## src/rtl/seq_check_stream.sv

```systemverilog
// Symbol-by-symbol round checker for the memory game.
// Compares the player's symbol stream against the golden sequence, enforces
// a per-symbol idle timeout and a lives budget, and raises the one-cycle
// block-reset pulses that the top-level game FSM consumes.
module seq_check_stream #(
  parameter int SYM_W      = 2,
  parameter int MAX_ROUNDS = 16,
  parameter int LIVES      = 3,
  parameter int TIMEOUT    = 1024,
  parameter int CTR_W      = $clog2(MAX_ROUNDS)
) (
  input  logic                        clk,
  input  logic                        rst_check,
  input  logic                        en_check,
  input  logic [CTR_W-1:0]            round_ctr_in,
  input  logic [SYM_W*MAX_ROUNDS-1:0] seq_mem,
  input  logic                        sym_valid,
  input  logic [SYM_W-1:0]            sym_in,
  output logic                        sym_ready,
  output logic [CTR_W-1:0]            sym_idx,
  output logic [CTR_W-1:0]            round_ctr_out,
  output logic [3:0]                  lives_left,
  output logic                        complete_check,
  output logic                        fail_check,
  output logic                        timeout_check,
  output logic                        game_complete,
  output logic                        game_over,
  output logic                        rst_wait,
  output logic                        rst_idle,
  output logic                        rst_display
);

  localparam int TMR_W = $clog2(TIMEOUT);
  localparam logic [CTR_W-1:0] LAST_ROUND = CTR_W'(MAX_ROUNDS - 1);
  localparam logic [TMR_W-1:0] TMR_LAST   = TMR_W'(TIMEOUT - 1);
  localparam logic [3:0]       LIVES_INIT = 4'(LIVES);

  typedef enum logic [1:0] {
    IDLE,
    COLLECT,
    DONE
  } state_e;

  state_e             state_q, state_d;
  logic [CTR_W-1:0]   round_q, round_d;         // round being checked (R)
  logic [CTR_W-1:0]   sym_idx_q, sym_idx_d;
  logic [TMR_W-1:0]   timer_q, timer_d;
  logic [CTR_W-1:0]   round_out_q, round_out_d;
  logic [3:0]         lives_q, lives_d;
  logic               game_complete_q, game_complete_d;
  logic               game_over_q, game_over_d;
  logic               complete_q, complete_d;
  logic               fail_q, fail_d;
  logic               timeout_q, timeout_d;
  logic               rst_wait_q, rst_wait_d;
  logic               rst_idle_q, rst_idle_d;
  logic               rst_display_q, rst_display_d;

  logic               handshake;
  logic               pass_evt;
  logic               fail_evt;
  logic [SYM_W-1:0]   golden_sym;
  logic [3:0]         lives_dec;

  assign handshake  = sym_valid && (state_q == COLLECT);
  assign golden_sym = seq_mem[sym_idx_q*SYM_W +: SYM_W];
  assign lives_dec  = (lives_q != 4'd0) ? lives_q - 4'd1 : 4'd0;

  // Next-state and registered-output logic for the checking FSM.
  always_comb begin
    // NOTE: every variable gets a default first so no path leaves one
    // unassigned; a missing default here would infer a latch.
    state_d         = state_q;
    round_d         = round_q;
    sym_idx_d       = sym_idx_q;
    timer_d         = timer_q;
    round_out_d     = round_out_q;
    lives_d         = lives_q;
    game_complete_d = game_complete_q;
    game_over_d     = game_over_q;
    complete_d      = 1'b0;
    fail_d          = 1'b0;
    timeout_d       = 1'b0;
    rst_wait_d      = 1'b0;
    rst_idle_d      = 1'b0;
    rst_display_d   = 1'b0;
    pass_evt        = 1'b0;
    fail_evt        = 1'b0;

    case (state_q)
      IDLE: begin
        if (en_check) begin
          round_d   = (round_ctr_in > LAST_ROUND) ? LAST_ROUND : round_ctr_in;
          sym_idx_d = '0;
          timer_d   = '0;
          state_d   = COLLECT;
        end
      end
      COLLECT: begin
        if (handshake) begin
          // A symbol on the timeout cycle is still judged on its value.
          if (sym_in != golden_sym) begin
            fail_evt = 1'b1;
          end else if (sym_idx_q == round_q) begin
            pass_evt = 1'b1;
          end else begin
            sym_idx_d = sym_idx_q + CTR_W'(1);
            timer_d   = '0;
          end
        end else if (timer_q == TMR_LAST) begin
          fail_evt  = 1'b1;
          timeout_d = 1'b1;
        end else begin
          timer_d = timer_q + TMR_W'(1);
        end
      end
      default: ; // DONE is terminal until reset
    endcase

    if (pass_evt) begin
      complete_d    = 1'b1;
      rst_wait_d    = 1'b1;
      rst_display_d = 1'b1;
      rst_idle_d    = 1'b1;
      sym_idx_d     = '0;
      timer_d       = '0;
      if (round_q == LAST_ROUND) begin
        round_out_d     = round_q;
        game_complete_d = 1'b1;
        state_d         = DONE;
      end else begin
        round_out_d = round_q + CTR_W'(1);
        state_d     = IDLE;
      end
    end

    if (fail_evt) begin
      fail_d    = 1'b1;
      lives_d   = lives_dec;
      sym_idx_d = '0;
      timer_d   = '0;
      if (lives_dec == 4'd0) begin
        game_over_d = 1'b1;
        round_out_d = '0;
        state_d     = DONE;
      end else begin
        round_out_d   = round_q;   // replay the same round
        rst_display_d = 1'b1;
        state_d       = IDLE;
      end
    end
  end

  // State and output registers with synchronous reset.
  always_ff @(posedge clk) begin
    // NOTE: sequential state uses non-blocking assignments so all registers
    // update together from the values present before the edge.
    if (rst_check) begin
      state_q         <= IDLE;
      round_q         <= '0;
      sym_idx_q       <= '0;
      timer_q         <= '0;
      round_out_q     <= '0;
      lives_q         <= LIVES_INIT;
      game_complete_q <= 1'b0;
      game_over_q     <= 1'b0;
      complete_q      <= 1'b0;
      fail_q          <= 1'b0;
      timeout_q       <= 1'b0;
      rst_wait_q      <= 1'b0;
      rst_idle_q      <= 1'b0;
      rst_display_q   <= 1'b0;
    end else begin
      state_q         <= state_d;
      round_q         <= round_d;
      sym_idx_q       <= sym_idx_d;
      timer_q         <= timer_d;
      round_out_q     <= round_out_d;
      lives_q         <= lives_d;
      game_complete_q <= game_complete_d;
      game_over_q     <= game_over_d;
      complete_q      <= complete_d;
      fail_q          <= fail_d;
      timeout_q       <= timeout_d;
      rst_wait_q      <= rst_wait_d;
      rst_idle_q      <= rst_idle_d;
      rst_display_q   <= rst_display_d;
    end
  end

  assign sym_ready      = (state_q == COLLECT);
  assign sym_idx        = sym_idx_q;
  assign round_ctr_out  = round_out_q;
  assign lives_left     = lives_q;
  assign complete_check = complete_q;
  assign fail_check     = fail_q;
  assign timeout_check  = timeout_q;
  assign game_complete  = game_complete_q;
  assign game_over      = game_over_q;
  assign rst_wait       = rst_wait_q;
  assign rst_idle       = rst_idle_q;
  assign rst_display    = rst_display_q;

endmodule

```

## config.mk

```make
export PLATFORM = sky130hd
export DESIGN_NAME = seq_check_stream
export DESIGN_NICKNAME = d
export VERILOG_FILES = /design/src/rtl/seq_check_stream.sv
export SDC_FILE = /design/constraint.sdc
export NUM_CORES = 1
export LEC_CHECK = 0
export ABC_AREA = 1
export CAP_MARGIN = 30
export CORE_MARGIN = 2
export CORE_UTILIZATION = 38
export CTS_CLUSTER_SIZE = 25
export DETAILED_ROUTE_END_ITERATION = 6
export HOLD_SLACK_MARGIN = 0.08
export PLACE_DENSITY = 0.67
export SETUP_SLACK_MARGIN = 0.1
export SLEW_MARGIN = 20
export SYNTH_ARGS = -nofsm -noshare
export SYNTH_HDL_FRONTEND = slang
export SYNTH_SLANG_ARGS = --single-unit
export TNS_END_PERCENT = 1
```

## constraint.sdc

```tcl
create_clock -name clk -period 2.2 [get_ports clk]
set_clock_uncertainty 0.15 [all_clocks]
set_input_delay 0.22 -clock clk [delete_from_list [all_inputs] [get_ports clk]]
set_output_delay 0.22 -clock clk [all_outputs]
set_load 0.02 [all_outputs]
```

==> qor.csv <==
metric,value,unit
cts.path.max_buffers,2,
largest_net_degree_at_the_start_of_global_routing,22,
routed-via-count,2426,
synth.most_common_cell,sky130_fd_sc_hd__nand2_1,
nFillCells,589,
cts_htree_levels,2,
pre_antenna_drt_iters,4,
post_synth_instance_area,2300,um2
postSynth.asyncResetShare,0,
rsz_0062_raised_after_global_routing,yes,
final-max-slew-violation-count,0,
maxClockFrequency,508,MHz
place_inst,504,
fp-row-count,28,
grt_use_total,0.188,
finish.net_count,483,
worst-endpoint-arrival,2050,ps
clock-root-buffer,sky130_fd_sc_hd__clkbuf_8,
place.port_buffers,62,
routability_congestion_estimate_from_global_placement,0.850,
synth.ff_latch_count,34,
finalHoldViolations,0,
slew-limit-headroom,0.723,
synth_area_per_cell,6.36,um2
route.detailed.wl_per_inst,11.4,um
drt-total-wl,5840,um
crit_type,reg -> reg,
irDropWorstVdd,0.366,mV
cp-end-kind,flip-flop,
setup-violations-final,0,
yosysTopAreaCell,sky130_fd_sc_hd__dfxtp_1,
critPathLaunchType,flip-flop,
clkSlewWorstSetupHoldPaths,70,ps
predominant_post_synthesis_flop_cell,sky130_fd_sc_hd__dfxtp_1,
clock_latency_at_the_later_pin_of_the_worst_skew_pair,290,ps
post-dp-hpwl,4470,um
area_added_between_synthesis_and_finish,42.2,%
synth_top_cells_by_area,"sky130_fd_sc_hd__dfxtp_1, sky130_fd_sc_hd__nand2_1, sky130_fd_sc_hd__nand3_1",
tritoncts_buffer_count,5,
timing.final.crit_period,1970,ps
die_height,81.8,um
setup_total_negative_slack,0,ps
postCtsHoldBufs,0,
ys.warnings.count,0,
syn-instance-count,361,
synth.net_count,406,
initial_core_util,0.390,
max_slew.worst_pin.slew,414,ps
synth_edf_count,0,
antenna_violations_before_repair,0,
synth.distinct_cells,31,
crit_fanout,14,
outcome,finished clean,
route.detailed.drc,0,
layout.cell_area.non_filler,3270,um2
drt-vias-per-instance,4.72,
worst_hold_path_type,reg -> reg,
area_after_dpl,3060,um2
die_area,6680,um2
power_per_cell_area,546,nW/um2
drt_iter0_markers,124,
maxCapViolations,0,
whs,300,ps
post_layout_nonfiller_instances,514,
die_w,81.8,um
grt_overflow_total,0,
grt_first_pass_wirelength,9850,um
cp.required,2280,ps
antenna_left,0,
dp_slack,-27.6,ps
tritoncts,done,
n_antenna_cell,0,
synth-seq-area-share,0.296,
p_leak,1.48,nW
num_io_pins,63,
final_min_period_over_clock_period,0.895,
synth_top_cells_by_count,"sky130_fd_sc_hd__nand2_1, sky130_fd_sc_hd__inv_1, sky130_fd_sc_hd__nand3_1, sky130_fd_sc_hd__dfxtp_1, sky130_fd_sc_hd__nor2_1",
grt_pass1_vias,2220,
coreArea,5890,um2
drive_gt1_frac,0.134,
worst_slack_setup_final,230,ps
numClockSinks,34,
netlist.area_leader.share,0.296,
[final timing paths]
check / start / to / slack, ps / cells after the start
worst max register to register: sym_idx[0] / timer_q[7] / 230 / 13
worst min register to register: game_complete / game_complete / 300 / 2
worst max-delay path: sym_idx[0] / timer_q[7] / 230 / 13
worst min-delay path: game_complete / game_complete / 300 / 2
[critical path: stages (launching register included)]
cell                        delay, ps
sky130_fd_sc_hd__dfxtp_4          400
sky130_fd_sc_hd__clkbuf_16        170
sky130_fd_sc_hd__nand2_1           60
sky130_fd_sc_hd__nand3_1           80
sky130_fd_sc_hd__nand3_1           60
sky130_fd_sc_hd__nand3_1          120
sky130_fd_sc_hd__nand3b_1         110
sky130_fd_sc_hd__nand2_2          110
sky130_fd_sc_hd__nand2_4           90
sky130_fd_sc_hd__nand2_8          100
sky130_fd_sc_hd__nand2_4           60
sky130_fd_sc_hd__nor2_8           120
sky130_fd_sc_hd__nand2_8          120
sky130_fd_sc_hd__a21oi_1          140
[registers in the layout (all words and copies together), names as in the netlist]
name           cells
sym_idx            4
timeout_check      1
rst_idle           1
game_complete      1
rst_display        1
state_q            2
game_over          1
fail_check         1
lives_left         4
round_q            4
round_ctr_out      4
timer_q           10
[report_power, final]
| group | switching, mW | leakage, nW | internal (mW) |
|---|---|---|---|
| clock | 0.248 | 0.0683 | 0.454 |
| combinational | 0.235 | 1.13 | 0.194 |
| sequential | 0.0175 | 0.277 | 0.635 |
[kinds of logic after synthesis]
family | share of synthesized area
AOI/OAI and AO/OA | 0.0893
xor gates and xnor gates | 0.0305
adders and majority gates | 0.0163
buffers and inverters | 0.125
DFF | 0.296
muxes | 0.00490
and+or+nand+nor | 0.437
[cells in the final DEF, fill, tap and decap left out, types with 2 or more instances in the layout]
master	Yosys	routed
sky130_fd_sc_hd__a21oi_1	13	12
sky130_fd_sc_hd__a21oi_2	9	10
sky130_fd_sc_hd__buf_4	2	14
sky130_fd_sc_hd__bufinv_16	0	2
sky130_fd_sc_hd__clkbuf_8	0	5
sky130_fd_sc_hd__clkdlybuf4s50_1	0	62
sky130_fd_sc_hd__dfxtp_1	34	32
sky130_fd_sc_hd__ha_1	3	3
sky130_fd_sc_hd__inv_1	52	52
sky130_fd_sc_hd__nand2_1	104	103
sky130_fd_sc_hd__nand2_2	3	4
sky130_fd_sc_hd__nand2_4	3	2
sky130_fd_sc_hd__nand2_8	1	2
sky130_fd_sc_hd__nand3_1	41	40
sky130_fd_sc_hd__nand3_2	1	2
sky130_fd_sc_hd__nand4_1	13	13
sky130_fd_sc_hd__nor2_1	33	32
sky130_fd_sc_hd__nor2_2	1	2
sky130_fd_sc_hd__nor2_4	2	2
sky130_fd_sc_hd__nor3_1	8	8
sky130_fd_sc_hd__o21ai_0	11	8
sky130_fd_sc_hd__o21ai_1	0	3
sky130_fd_sc_hd__or2_2	3	3
sky130_fd_sc_hd__xor2_1	8	8
[cell type report]
class / instances / area, um2 / area share
Sequential cell: 34 / 686 / 0.210
Timing Repair Buffer: 79 / 782 / 0.239
Clock inverter: 3 / 68.8 / 0.0211
Inverter: 56 / 216 / 0.0663
Clock buffer: 5 / 68.8 / 0.0211
Multi-Input combinational cell: 262 / 1350 / 0.414
Tap cell: 75 / 93.8 / 0.0287
[what timing repair did]
item | 4_1_cts | 5_1_grt
pin swaps | 0 | 1
resized for setup | 2 | 14
cloned | 0 | 1
setup buffers | 0 | 1
setup endpoints to repair | 9 | 26
[metrics by stage]
stage | total power, mW | util
final | 1.78 | 0.555
after global routing | 1.87 | 0.555
after CTS | 1.79 | 0.543
after floorplan | 0.914 | -
after detailed placement | 1.08 | 0.520
after global placement | 1.08 | 0.520
[routing by layer]
layer / GRT usage / part of all wire / vias up
li1: - / - / 1304
met1: 0.252 / 0.48 / 1071
met2: 0.303 / 0.46 / 43
met3: 0.0352 / 0.037 / 8
met4: 0.0650 / 0.016 / 0
met5: 0 / 0 / -
Power figures use the tool's default switching activity.
